--- src/rtl/cnn_argmax_collector.sv ---
// cnn_argmax_collector
//   Collects one burst of NUM_CLASS fp32 scores from the CNN stage and
//   reports the index and bits of the largest score in a one-cycle pulse.
//   A burst cut short (in_valid low before the last word) raises a
//   one-cycle err pulse and the partial burst is dropped.
//
// Ports
//   clk        : system clock, rising edge
//   rst_n      : asynchronous active-low reset
//   in_valid   : word strobe from the CNN
//   in_data    : fp32 score
//   out_valid  : one-cycle result strobe
//   out_class  : arrival index of the maximum score (0 when out_valid = 0)
//   out_max    : fp32 bits of the maximum, -0.0 reported as +0.0
//   err        : one-cycle pulse on a truncated burst
//   out_second : (ARGMAX_RUNNER_UP_EN only) index of the second-largest score
//
// Optional feature macro: ARGMAX_RUNNER_UP_EN
module cnn_argmax_collector #(
  parameter int NUM_CLASS = 4,
  parameter int IDX_W     = $clog2(NUM_CLASS)
) (
  input  logic             clk,
  input  logic             rst_n,
  input  logic             in_valid,
  input  logic [31:0]      in_data,
  output logic             out_valid,
  output logic [IDX_W-1:0] out_class,
  output logic [31:0]      out_max,
  output logic             err
`ifdef ARGMAX_RUNNER_UP_EN
  ,
  output logic [IDX_W-1:0] out_second
`endif
);

  localparam logic [IDX_W-1:0] LAST_IDX = IDX_W'(NUM_CLASS - 1);

  typedef enum logic [1:0] {
    S_IDLE    = 2'd0,
    S_COLLECT = 2'd1,
    S_REPORT  = 2'd2
  } state_t;

  // Fold -0.0 onto +0.0 so both zeros compare equal and report as +0.0.
  function automatic logic [31:0] fp_norm(input logic [31:0] bits);
    return (bits == 32'h8000_0000) ? 32'h0000_0000 : bits;
  endfunction

  // Monotonic unsigned key: unsigned order of keys equals float order.
  function automatic logic [31:0] fp_key(input logic [31:0] bits);
    logic [31:0] nb;
    nb = fp_norm(bits);
    return nb[31] ? ~nb : (nb ^ 32'h8000_0000);
  endfunction

  state_t           state_q;
  logic [IDX_W-1:0] cnt_q;
  logic [31:0]      best_key_q;
  logic [31:0]      best_bits_q;
  logic [IDX_W-1:0] best_idx_q;
  logic             out_valid_q;
  logic [IDX_W-1:0] out_class_q;
  logic [31:0]      out_max_q;
  logic             err_q;

  logic [31:0]      key_s;
  logic [31:0]      word_s;
  logic             gt_best_s;
  logic [31:0]      best_key_d;
  logic [31:0]      best_bits_d;
  logic [IDX_W-1:0] best_idx_d;

`ifdef ARGMAX_RUNNER_UP_EN
  logic [31:0]      second_key_q;
  logic [IDX_W-1:0] second_idx_q;
  logic             second_vld_q;
  logic [IDX_W-1:0] out_second_q;
  logic             gt_second_s;
  logic [31:0]      second_key_d;
  logic [IDX_W-1:0] second_idx_d;
`endif

  // Running-best update for the word currently on in_data (COLLECT only).
  always_comb begin
    key_s       = fp_key(in_data);
    word_s      = fp_norm(in_data);
    gt_best_s   = (key_s > best_key_q);
    best_key_d  = gt_best_s ? key_s  : best_key_q;
    best_bits_d = gt_best_s ? word_s : best_bits_q;
    best_idx_d  = gt_best_s ? cnt_q  : best_idx_q;
`ifdef ARGMAX_RUNNER_UP_EN
    // A new best demotes the old best; otherwise the first non-best word
    // (second not yet valid) or a strictly greater word takes second place.
    gt_second_s  = (!second_vld_q) || (key_s > second_key_q);
    second_key_d = gt_best_s ? best_key_q : (gt_second_s ? key_s : second_key_q);
    second_idx_d = gt_best_s ? best_idx_q : (gt_second_s ? cnt_q : second_idx_q);
`endif
  end

  // Burst FSM with registered result/err outputs.
  always_ff @(posedge clk or negedge rst_n) begin
    if (!rst_n) begin
      state_q      <= S_IDLE;
      cnt_q        <= '0;
      best_key_q   <= 32'h0000_0000;
      best_bits_q  <= 32'h0000_0000;
      best_idx_q   <= '0;
      out_valid_q  <= 1'b0;
      out_class_q  <= '0;
      out_max_q    <= 32'h0000_0000;
      err_q        <= 1'b0;
`ifdef ARGMAX_RUNNER_UP_EN
      second_key_q <= 32'h0000_0000;
      second_idx_q <= '0;
      second_vld_q <= 1'b0;
      out_second_q <= '0;
`endif
    end else begin
      // Pulses and gated outputs default low every cycle.
      out_valid_q <= 1'b0;
      out_class_q <= '0;
      out_max_q   <= 32'h0000_0000;
      err_q       <= 1'b0;
`ifdef ARGMAX_RUNNER_UP_EN
      out_second_q <= '0;
`endif
      case (state_q)
        // A word during REPORT starts the next burst exactly like IDLE.
        S_IDLE, S_REPORT: begin
          if (in_valid) begin
            best_key_q  <= key_s;
            best_bits_q <= word_s;
            best_idx_q  <= '0;
            cnt_q       <= IDX_W'(1);
            state_q     <= S_COLLECT;
`ifdef ARGMAX_RUNNER_UP_EN
            second_vld_q <= 1'b0;
`endif
          end else begin
            state_q <= S_IDLE;
          end
        end
        S_COLLECT: begin
          if (!in_valid) begin
            err_q   <= 1'b1;
            cnt_q   <= '0;
            state_q <= S_IDLE;
          end else begin
            best_key_q  <= best_key_d;
            best_bits_q <= best_bits_d;
            best_idx_q  <= best_idx_d;
`ifdef ARGMAX_RUNNER_UP_EN
            second_key_q <= second_key_d;
            second_idx_q <= second_idx_d;
            second_vld_q <= 1'b1;
`endif
            if (cnt_q == LAST_IDX) begin
              out_valid_q <= 1'b1;
              out_class_q <= best_idx_d;
              out_max_q   <= best_bits_d;
`ifdef ARGMAX_RUNNER_UP_EN
              out_second_q <= second_idx_d;
`endif
              cnt_q   <= '0;
              state_q <= S_REPORT;
            end else begin
              cnt_q   <= cnt_q + IDX_W'(1);
              state_q <= S_COLLECT;
            end
          end
        end
        default: begin
          cnt_q   <= '0;
          state_q <= S_IDLE;
        end
      endcase
    end
  end

  assign out_valid = out_valid_q;
  assign out_class = out_class_q;
  assign out_max   = out_max_q;
  assign err       = err_q;
`ifdef ARGMAX_RUNNER_UP_EN
  assign out_second = out_second_q;
`endif

endmodule
--- config.mk ---
export PLATFORM = sky130hd
export DESIGN_NAME = cnn_argmax_collector
export DESIGN_NICKNAME = d
export VERILOG_FILES = /design/src/rtl/cnn_argmax_collector.sv
export SDC_FILE = /design/constraint.sdc
export NUM_CORES = 1
export LEC_CHECK = 0
export CAP_MARGIN = 30
export CORE_MARGIN = 3
export CORE_UTILIZATION = 60
export CTS_CLUSTER_DIAMETER = 100
export CTS_CLUSTER_SIZE = 25
export DETAILED_ROUTE_END_ITERATION = 12
export PLACE_DENSITY = 0.95
export RECOVER_POWER = 100
export SYNTH_ARGS = -nofsm -noshare
export SYNTH_HDL_FRONTEND = slang
export SYNTH_SLANG_ARGS = --single-unit
export TNS_END_PERCENT = 5
--- constraint.sdc ---
create_clock -name clk -period 5.2 [get_ports clk]
set_input_delay 1.04 -clock clk [delete_from_list [all_inputs] [get_ports clk]]
set_output_delay 1.04 -clock clk [all_outputs]
set_load 0.03 [all_outputs]
# Yosys cells after proc, flatten, opt, wreduce, memory -nomap -nowiden
# Cells that the tools add are included.
[classes]
n_addsub = 1
magnitude_cmp = 1
eq_ne = 7
muxes = 33
n_bitwise = 2
reduce_logical = 5
[op_table]
columns = ["cell", "n"]
rows = [
  ["$mux 32", 11],
  ["$pmux 32 s2", 2],
  ["$eq 32x32->1 const B", 1],
  ["$gt 32x32->1", 1],
  ["$not 32->32", 1],
  ["$mux 2", 11],
  ["$pmux 2 s2", 3],
  ["$mux 1", 6],
  ["$ne 2x2->1 const B", 3],
  ["$eq 2x2->1 const B", 2],
  ["$reduce_and 4->1", 1],
  ["$reduce_and 3->1", 1],
  ["$add 2x1->2 const B", 1],
  ["$eq 2x1->1 const B", 1],
  ["$logic_not 2->1", 1],
  ["$reduce_bool 2->1", 1],
  ["$reduce_or 2->1", 1],
  ["$not 1->1", 1],
]
[word_totals]
ff_bits = 106
word_cells = 58

# Logic depth before layout (Yosys ltp)
# Gate-level depths: netlist of run 1.
[depth]
depth_word = 9
ltp_mapped = 16
mapped_depth_nobuf = 13

# Worst setup path before layout of run 1
# OpenSTA, ideal clock, no wires.
[synth_timing]
path_kind = "input to register"
from = "input port in_data[27]"
to = "register best_bits_q[0]"
setup_ns = 0.125
t_arrival_ns = 4.272
required_time_ns = 5.075
slack_ns = 0.803
stages = 14
path_buffers = 2
path_cell_list = "nor4_1 nand4_1 o21ai_1 clkbuf_1 mux2i_1 ha_1 nand4_1 or2_0 or3_1 a31oi_1 o21ai_1 o22ai_4 buf_4 mux2_2"
[synth_between]
elab_chain_len = 8
word_cells_on_any_way = 10
classes_between = "order compare (1); eq/ne (1); mux (6); bitwise (2)"
[synth_rtl]
columns = ["item", "line", "source"]
rows = [
  ["start, declared", "26", "input logic [31:0] in_data,"],
  ["$eq 32x32->1", "47", "return (bits == 32'h8000_0000) ? 32'h0000_0000 : bits;"],
  ["$mux 32 (*)", "47", ""],
  ["$not 32->32 / $not 1->1 (equally long branches)", "--", ""],
  ["$mux 32", "54", "return nb[31] ? ~nb : (nb ^ 32'h8000_0000);"],
  ["$gt 32x32->1", "88", "gt_best_s = (key_s > best_key_q);"],
  ["$mux 32", "90", "best_bits_d = gt_best_s ? word_s : best_bits_q;"],
  ["$mux 32", "145", "if (!in_valid) begin"],
  ["$pmux 32 s2 (*)", "128", "case (state_q)"],
  ["end signal, assigned", "133", "best_bits_q <= word_s;"],
  ["end signal, assigned", "151", "best_bits_q <= best_bits_d;"],
  ["end, declared", "60", "logic [31:0] best_bits_q;"],
]
# Mark *: on every way between the ends. The rest lies on a longest branch, timed or not. The select of a mux whose other input is x is not followed.
# A chain may end at the register's enable or synchronous reset.

# Final worst setup path of run 1
[layout_timing]
from = "input port in_data[19]"
to = "register best_bits_q[1]"
# The elaborated chain is that of the path after synthesis.

==> metrics, run 1 <==
Clk Tree Root Cell clkbuf_8; Slew Limit Fails 74; Initial Utilization 63.40%; # fillers 484; fin nets 625; Pre-antenna DRT Iters 5; routed wire length 13.73 mm; worst vdd ir around 0.22 mV; largest cells by area after synthesis dfrtp_1, mux2_2, ha_1; Worst-Margin Slew 3.827 ns; Max stage delay cell, worst path clkdlybuf4s50_1; CTS Sinks around 110; Finished Cell Area 6426 µm²; WL/cell 20.58 µm; min Tclk post-route 5.052 ns; clock transition at the registers of the reported paths 0.10 ns; die area 10070 µm²; Yosys top cell by area dfrtp_1; fraction of layout cells with a size suffix above 1 between 15 and 20%; antenna violations before repair 0; Detail Route Antenna Nets 0; Placeable Area about 8400 µm²; max_cap viols 1; CTS tree yes; clk_lat worst skew between 0.3 and 0.4 ns; Avg Vias per Cell 6.366; first-pass GRT wire length around 22 mm; Final period util 97.16%; Die H between 100 and 150 µm; r2r setup slk roughly 2.2 ns; # rows 33; Pwr per Cell Area 421.2 nW/µm²; fin cells 667; io pins 71; DRC viols 0; GPL Wtd Cong 0.8750; min-delay worst type flop to flop; most used cell, CP nand4_1; Avg Synthesized Cell Area between 10 and 15 µm²; count of different cell masters after synthesis 37; total CTS buffers 9; Slew HR -155.1%; GRT Total Usage roughly 28%; Worst Path Buf+Inv 3; port bufs 70; CP required 5.46 ns; largest net degree at the start of global routing 74; Fmax 197.9 MHz; Worst Skew 0.02186 ns; post-cts hold buffer count 0; Via Count 4246; htree depth 3; vias in the first global route 4322; GR Overflow Total 0; maximum clock path buffer count 2; placed cell areas 6198 µm²; Setup Viol. Count Final 0; Netlist Area Pre-Place 5340 µm²; CP endpoint kind flop; Final Power 2707 µW; crit-path max FO 32; area share of the largest cell type after synthesis between 40% and 50%; post-DP HPWL 9.041 mm; failing checks capacitance limit, slew limit; worst endpoint data arrival time 5.31 ns; synth warn 0; Leakage roughly 0.003 µW; Die W 100.3 µm; DRT iter0 DRCs approximately 400; status complete, but fails checks; Crit path largest cell delay 0.57 ns; TNS Setup 0 ns; crit-path leading delay family simple AND/OR/NAND/NOR gates; syn nets 557; sequential area share after synthesis between 40% and 50%; Synth Register Bits 106; dpl cells 650; crit-path cells clkdlybuf4s50_1, nor4_4, nand4_1, o21ai_2, buf_4, mux2i_1, ha_1, nand4_1, or2_0, or3_1, a31oi_1, o21ai_4, o22ai_2, buf_12, mux2_2; Setup CP Type input pin to flop; Final Hold Fails 0; crit path launch type input pin; Synth Instances between 400 and 500; Syn-to-layout area delta 20.34%; # diodes 0
-- power by group --
group          internal (µW)  switching [µW]
logic                    448             531
clock network            232             311
registers               1050             135
-- cells by family (layout without fill, tap and decap cells) --
group	Yosys count	after routing	synth area share, %
AOI/OAI and AO/OA	68	68	7.334
xor gates and xnor gates	1	1	0.1640
adders and majority gates	33	33	7.732
buffers and inverters	65	138	5.014
DFF	106	106	49.67
muxes	93	93	18.93
and+or+nand+nor	123	123	11.15
-- state kept, by name, indices dropped and copies added (netlist names) --
name and flops:
state_q 2, out_valid 1, best_idx_q 2, best_bits_q 32
err 1, cnt_q 2, out_class 2, out_max 32
best_key_q 32
-- metrics by stage --
stage / utilization (%) / hold slack (ns) / setup WS [ns]
floorplan: - / 0.4577 / 0.8027
detailed placement: 73.59 / 0.4856 / -0.002025
global placement: 73.59 / 0.4677 / 0.1351
CTS: 76.07 / 0.5094 / 0.1261
global route: 76.29 / 0.5300 / -0.03616
finish: 76.29 / 0.5090 / 0.1478
-- synth_stat cells, drive strengths merged --
cell	instances
xnor2	1
o22ai	1
a221oi	2
nor2	7
nand4	8
nand2	41
nor2b	4
or3	2
nor3	5
a31oi	1
and2	1
clkbuf	18
nor4	8
o31ai	1
nand2b	4
dfrtp	106
mux2	64
a311o	2
inv	37
a32o	1
a21oi	14
nand3	40
mux2i	29
buf	10
o21a	1
a21o	1
and4	1
o211a	1
o21ai	43
ha	33
or2	2
-- layout make-up --
cell class,instances,area [µm²],share of cell area [%]
flip-flops and latches,106,2653,41.28
multi-input cells,318,2442,38.01
repair buffers,85,852.1,13.26
inverters,37,138.9,2.161
well taps,105,131.4,2.044
clock buffers,9,123.9,1.928
clock inverters,7,85.08,1.324
-- cell usage in the layout (no fill, tap or decap), drive strengths merged, types with 2 or more instances in the layout --
cell type	count
dfrtp	106
mux2	64
o21ai	43
nand2	41
nand3	40
inv	40
dlygate4sd3	37
ha	33
clkdlybuf4s50	32
mux2i	29
a21oi	14
buf	13
clkbuf	12
nand4	8
nor4	8
nor2	7
nor3	5
nand2b	4
nor2b	4
a221oi	2
or3	2
a311o	2
clkinvlp	2
or2	2
-- worst reg2reg max path: stages, from the launching register on --
cell,delay [ns]
dfrtp_1,0.37
inv_1,0.05
ha_1,0.32
nand4_1,0.17
or2_0,0.26
or3_1,0.37
a31oi_1,0.26
o21ai_4,0.13
o22ai_2,0.32
buf_12,0.26
mux2_2,0.39
-- routing by layer --
| metal | wire length (µm) | global-route usage, % | vias up |
|---|---|---|---|
| met5 | 0 | 0 | - |
| met3 | 910 | 5.003 | 54 |
| met2 | 7042 | 46.99 | 204 |
| met1 | 5271 | 35.14 | 2138 |
| li1 | - | - | 1850 |
| met4 | 501 | 12.44 | 0 |
-- worst paths after layout --
check	cells past startpoint	to	start
min in group asynchronous	1	out_max[29]	rst_n
max in group asynchronous	2	best_key_q[14]	rst_n
hold reg to reg	1	best_bits_q[18]	best_bits_q[18]
setup reg to reg	10	best_bits_q[1]	best_key_q[27]
setup / recovery	15	best_bits_q[1]	in_data[19]
hold / removal	1	best_bits_q[18]	best_bits_q[18]
-- what timing repair did --
action,CTS,global route
setup endpoints to repair,0,88
resized for setup,0,4
endpoints found under the hold margin,0,0
buffers inserted,0,0
No activity file was read; power rests on OpenSTA's default activity.
==> inputs of run 2 (changes only) <==
- clock period: 5.2 -> 6.4 ns (I/O delays scaled with it)
==> metrics, run 2 (same netlist as run 1, synthesis figures left out) <==
worst vdd ir 0.1483 mV (was 0.2193 mV); Detail Route Antenna Nets 0 (unchanged); Comb pwr share 35.7% (was 36.2%); internal power 1342 µW (was 1730 µW); total CTS buffers 9 (unchanged); Final period util 90.76%; most frequent cells in the layout dfrtp_1, mux2_2, o21ai_0, nand2_1, nand3_1 (was dfrtp_1, mux2_2, nand2_1); min Tclk post-route around 5.8 ns; largest net degree at the start of global routing 69 (was 74); vias in the first global route 4032 (was 4322); Via Count 4029 (was 4246); crit-path max FO 34 (was 32); Die H 100.3 µm (unchanged); routed wire length 12.61 mm (was 13.73 mm); Clk Tree Root Cell clkbuf_8 (unchanged); maximum clock path buffer count 2 (unchanged); max_cap viols 2 (was 1); Placeable Area 8423 µm² (unchanged); Hold Crit Depth 1 (unchanged); # diodes 0 (unchanged); Final Power 2089 µW (was 2707 µW); worst endpoint data arrival time 6.08 ns (was 5.31 ns); post-DP HPWL 8.422 mm (was 9.041 mm); antenna violations before repair 0 (unchanged); fraction of layout cells with a size suffix above 1 15.50% (was 17.08%); Setup CP Type input pin to flop (unchanged); failing checks capacitance limit, slew limit (unchanged); GRT Total Usage 26.17% (was 27.89%); fin cells 660 (was 667); Slew Limit Fails 114 (was 74); Pwr per Cell Area 333.4 nW/µm² (was 421.2 nW/µm²); post-place setup slack 0.7289 ns (was -0.002025 ns); Final Hold Fails 0 (unchanged); post-cts hold buffer count 0 (unchanged); crit path launch type input pin (unchanged); Worst Skew 0.008576 ns (was 0.02186 ns); GR Overflow Total 0 (unchanged); Clock power frac 18.5% (was 20.1%); CP required 6.67 ns (was 5.46 ns); min-delay worst type flop to flop (unchanged); Net Sw Power 747.0 µW (was 976.9 µW); CTS tree yes (unchanged); port bufs 70 (unchanged); clock transition at the registers of the reported paths 0.10 ns (about the same); first-pass GRT wire length 20.58 mm (was 22.12 mm); # rows 33 (unchanged); CTS Sinks 106 (unchanged); dpl cells 643 (was 650); r2r setup slk 2.66 ns (was 2.19 ns); fin nets 618 (was 625); Slew HR -81.05% (was -155.1%); io pins 71 (unchanged); RSZ-0062 raised after global routing false; GPL Wtd Cong 0.8939 (was 0.8750); post-CTS setup buffers 0 (unchanged); DRC viols 0 (unchanged); Die W 100.3 µm (unchanged); Fmax 172.2 MHz; r2r worst-path depth 6 (was 10); Setup Viol. Count Final 0 (unchanged); setup ws final 0.5913 ns (was 0.1478 ns); Initial Utilization 63.40% (unchanged); Avg Vias per Cell 6.105 (was 6.366); Pre-antenna DRT Iters 4 (was 5); Syn-to-layout area delta 17.34% (was 20.34%); CP endpoint kind flop (unchanged); DRT iter0 DRCs 352 (was 398); Hold WS 0.5116 ns (was 0.5090 ns); sw frac 35.76% (was 36.09%); status complete, but fails checks (unchanged); cts repair resizes 0 (unchanged); TNS Setup 0 ns (unchanged); Flop pwr share 45.8% (was 43.8%); most common cell after layout, fill and taps aside dfrtp_1 (unchanged); Worst-Margin Slew 2.716 ns (was 3.827 ns); WL/cell 19.11 µm (was 20.58 µm); # fillers 504 (was 484); die area 10070 µm² (unchanged); htree depth 3 (unchanged); Leakage 0.002933 µW (was 0.003008 µW); clk_lat worst skew 0.38 ns (was 0.39 ns)
[run 2: layer usage]
layer,vias up,part of all wire (%),GRT usage [%]
met4,0,3.0,10.47
li1,1832,-,-
met1,1973,41,34.80
met3,40,7.1,4.726
met2,184,49,42.71
met5,-,0,0
[run 2: area by class of cell]
cell class / instances / area (µm²) / area share [%]
inverter: 37 / 138.9 / 2.216
multi-input combinational: 318 / 2421 / 38.64
clock inverter: 5 / 37.54 / 0.5990
tap: 105 / 131.4 / 2.097
timing repair buffer: 78 / 743.2 / 11.86
sequential: 106 / 2653 / 42.33
clock buffer: 11 / 141.4 / 2.256
[run 2: through the flow]
step	cell area, µm²	util [%]
5_1_grt	6266	74.39
6_report	6266	74.39
3_3_place_gp	6108	72.52
2_1_floorplan	5340	-
4_1_cts	6287	74.64
3_5_place_dp	6108	72.52
[run 2: power groups by stage]
| stage | Combinational [µW] | Clock [µW] | Sequential, µW |
|---|---|---|---|
| after floorplan | 527 | 0 | 951 |
| after global placement | 676 | 0 | 949 |
| after detailed placement | 728 | 0 | 965 |
| after CTS | 750 | 390 | 956 |
| after global routing | 819 | 417 | 978 |
| final | 745 | 386 | 958 |
[run 2: worst paths after layout]
path                            startpoint              end
setup / recovery                in_data[1]  best_bits_q[23]
hold / removal             best_bits_q[20]  best_bits_q[20]
hold reg to reg            best_bits_q[20]  best_bits_q[20]
max in group asynchronous            rst_n   best_key_q[19]
setup reg to reg                state_q[0]      out_max[29]
min in group asynchronous            rst_n  best_bits_q[28]
[run 2: critical path, stage by stage]
cell	delay (ns)
clkdlybuf4s50_1	0.55
nor4_1	0.36
nand4_1	0.25
o21ai_2	0.31
clkbuf_2	0.50
mux2i_1	0.18
ha_1	0.37
nand4_1	0.15
nor4_1	0.36
o21ai_0	0.19
a31oi_1	0.36
o21ai_4	0.10
o22ai_1	0.21
buf_4	0.45
mux2_2	0.40
==> inputs of run 3 (changes only) <==
- CORE_MARGIN: 3 -> 4
- GPL_TIMING_DRIVEN: not set -> 0
- clock period: 6.4 -> 7.4 ns (I/O delays scaled with it)
==> metrics, run 3 (same netlist as run 1, synthesis figures left out) <==
Die H 102.3 µm (was 100.3 µm); first-pass GRT wire length 21.62 mm (was 20.58 mm); Fmax 150.5 MHz; Leakage 0.002974 µW (was 0.002933 µW); TNS Setup 0 ns (unchanged); failing checks capacitance limit, slew limit (unchanged); GPL Wtd Cong 0.9111 (was 0.8939); Flop pwr share 44.0% (was 45.8%); largest net degree at the start of global routing 62 (was 69); Clock power frac 20.3% (was 18.5%); Slew HR -109.4% (was -81.05%); clock transition at the registers of the reported paths 0.10 ns (about the same); Finished Cell Area 6372 µm² (was 6266 µm²); internal power 1207 µW (was 1342 µW); Initial Utilization 61.53% (was 63.40%); Avg Vias per Cell 6.240 (was 6.105); Final Hold Fails 0 (unchanged); CP required 7.67 ns (was 6.67 ns); total CTS buffers 9 (unchanged); Worst-Margin Slew 3.140 ns (was 2.716 ns); maximum clock path buffer count 2 (unchanged); cts repair resizes 0 (unchanged); worst endpoint data arrival time 6.92 ns (was 6.08 ns); post-cts hold buffer count 0 (unchanged); Worst Skew 0.01579 ns (was 0.008576 ns); DRT iter0 DRCs 233 (was 352); worst vdd ir 0.1233 mV (was 0.1483 mV); # fillers 533 (was 504); sw frac 36.13% (was 35.76%); Placeable Area 8678 µm² (was 8423 µm²); CTS tree yes (unchanged); dpl cells 667 (was 643); CP endpoint kind flop (unchanged); Via Count 4262 (was 4029); most common cell after layout, fill and taps aside dfrtp_1 (unchanged); io pins 71 (unchanged); vias in the first global route 4391 (was 4032); fin cells 683 (was 660); Net Sw Power 683.0 µW (was 747.0 µW); Hold WS 0.5028 ns (was 0.5116 ns); Detail Route Antenna Nets 0 (unchanged); post-DP HPWL 9.661 mm (was 8.422 mm); DRC viols 0 (unchanged); # rows 34 (was 33); Pre-antenna DRT Iters 5 (was 4); Slew Limit Fails 119 (was 114); placed cell areas 6191 µm² (was 6108 µm²); Final period util about 90%; Die W 102.3 µm (was 100.3 µm); fraction of layout cells with a size suffix above 1 14.61% (was 15.50%); WL/cell 20.00 µm (was 19.11 µm); CTS Sinks 106 (unchanged); routed wire length 13.66 mm (was 12.61 mm); Comb pwr share 35.7% (about the same); crit path launch type input pin (unchanged); most frequent cells in the layout dfrtp_1, mux2_2, o21ai_0 (was dfrtp_1, mux2_2, o21ai_0, nand2_1, nand3_1); die area 10470 µm² (was 10070 µm²); Setup CP Type input pin to flop (unchanged); status complete, but fails checks (unchanged); antenna violations before repair 0 (unchanged); min Tclk post-route 6.646 ns; Setup Viol. Count Final 0 (unchanged); Pwr per Cell Area 296.6 nW/µm² (was 333.4 nW/µm²); min-delay worst type flop to flop (unchanged); max_cap viols 3 (was 2); final core utilization 73.43% (was 74.39%); fin nets 638 (was 618); port bufs 69 (was 70); RSZ-0062 raised after global routing false (unchanged); post-CTS setup buffers 0 (unchanged); GR Overflow Total 0 (unchanged); GRT Total Usage 26.86% (was 26.17%); htree depth 3 (unchanged); # diodes 0 (unchanged); Syn-to-layout area delta 19.33% (was 17.34%); clk_lat worst skew 0.40 ns (was 0.38 ns); Clk Tree Root Cell clkbuf_8 (unchanged); crit-path max FO 10 (was 34)
==> run 3: changes by cell type in the layout (fill, tap and decap cells not counted), moves of 2 or more <==
cell	before	now
buf_4	4	6
clkbuf_1	3	20
buf_1	0	3
clkbuf_2	3	0
==> run 3: through the flow <==
stage               power [µW]  setup WS (ns)
floorplan                 1278          2.563
global placement          1427          1.098
detailed placement        1492          1.042
CTS                       1882          1.314
global route              1986         0.4564
finish                    1890         0.7538
==> run 3: worst max-delay path, stage by stage <==
cell             delay, ns
clkdlybuf4s50_1       0.53
nor4_1                0.35
nand4_1               0.20
o21ai_1               0.34
clkbuf_1              0.42
mux2i_1               0.21
ha_1                  0.34
a21oi_1               0.15
o21ai_0               0.12
a221oi_1              0.40
a31oi_1               0.14
o21ai_0               1.17
o22ai_4               0.39
buf_4                 0.33
mux2_1                0.34
==> run 3: power groups by stage <==
stage	combinational, µW	sequential (µW)	clock [µW]
after floorplan	455	822	0
after global placement	608	819	0
after detailed placement	657	835	0
after CTS	672	828	383
after global routing	737	845	404
final	675	832	384
==> run 3: path summary, 6_finish.rpt <==
check                           startpoint         endpoint  slack [ns]  depth (start not counted)
setup / recovery               in_data[19]  best_bits_q[20]        0.75                         15
hold / removal             best_bits_q[18]  best_bits_q[18]        0.50                          1
setup reg to reg             best_key_q[7]  best_bits_q[20]        3.45                         10
hold reg to reg            best_bits_q[18]  best_bits_q[18]        0.50                          1
max in group asynchronous            rst_n  best_bits_q[14]        1.70                          2
min in group asynchronous            rst_n  best_bits_q[27]        1.79                          1
==> run 3: cell type report <==
class / count / area, µm² / share of cell area, %
plain buffers: 28 / 128.9 / 2.022
clock buffers: 10 / 137.6 / 2.160
clock inverters: 6 / 71.32 / 1.119
inverters: 37 / 138.9 / 2.179
multi-input cells: 318 / 2420 / 37.97
flip-flops and latches: 106 / 2653 / 41.63
well taps: 108 / 135.1 / 2.121
repair buffers: 70 / 688.2 / 10.80
==> run 3: per-layer routing <==
layer | vias to the layer above | track usage, % | wire [µm]
met5 | - | 0 | 0
met4 | 0 | 11.81 | 466
met3 | 56 | 5.051 | 968
li1 | 1880 | - | -
met1 | 2098 | 32.01 | 5078
met2 | 228 | 47.28 | 7144
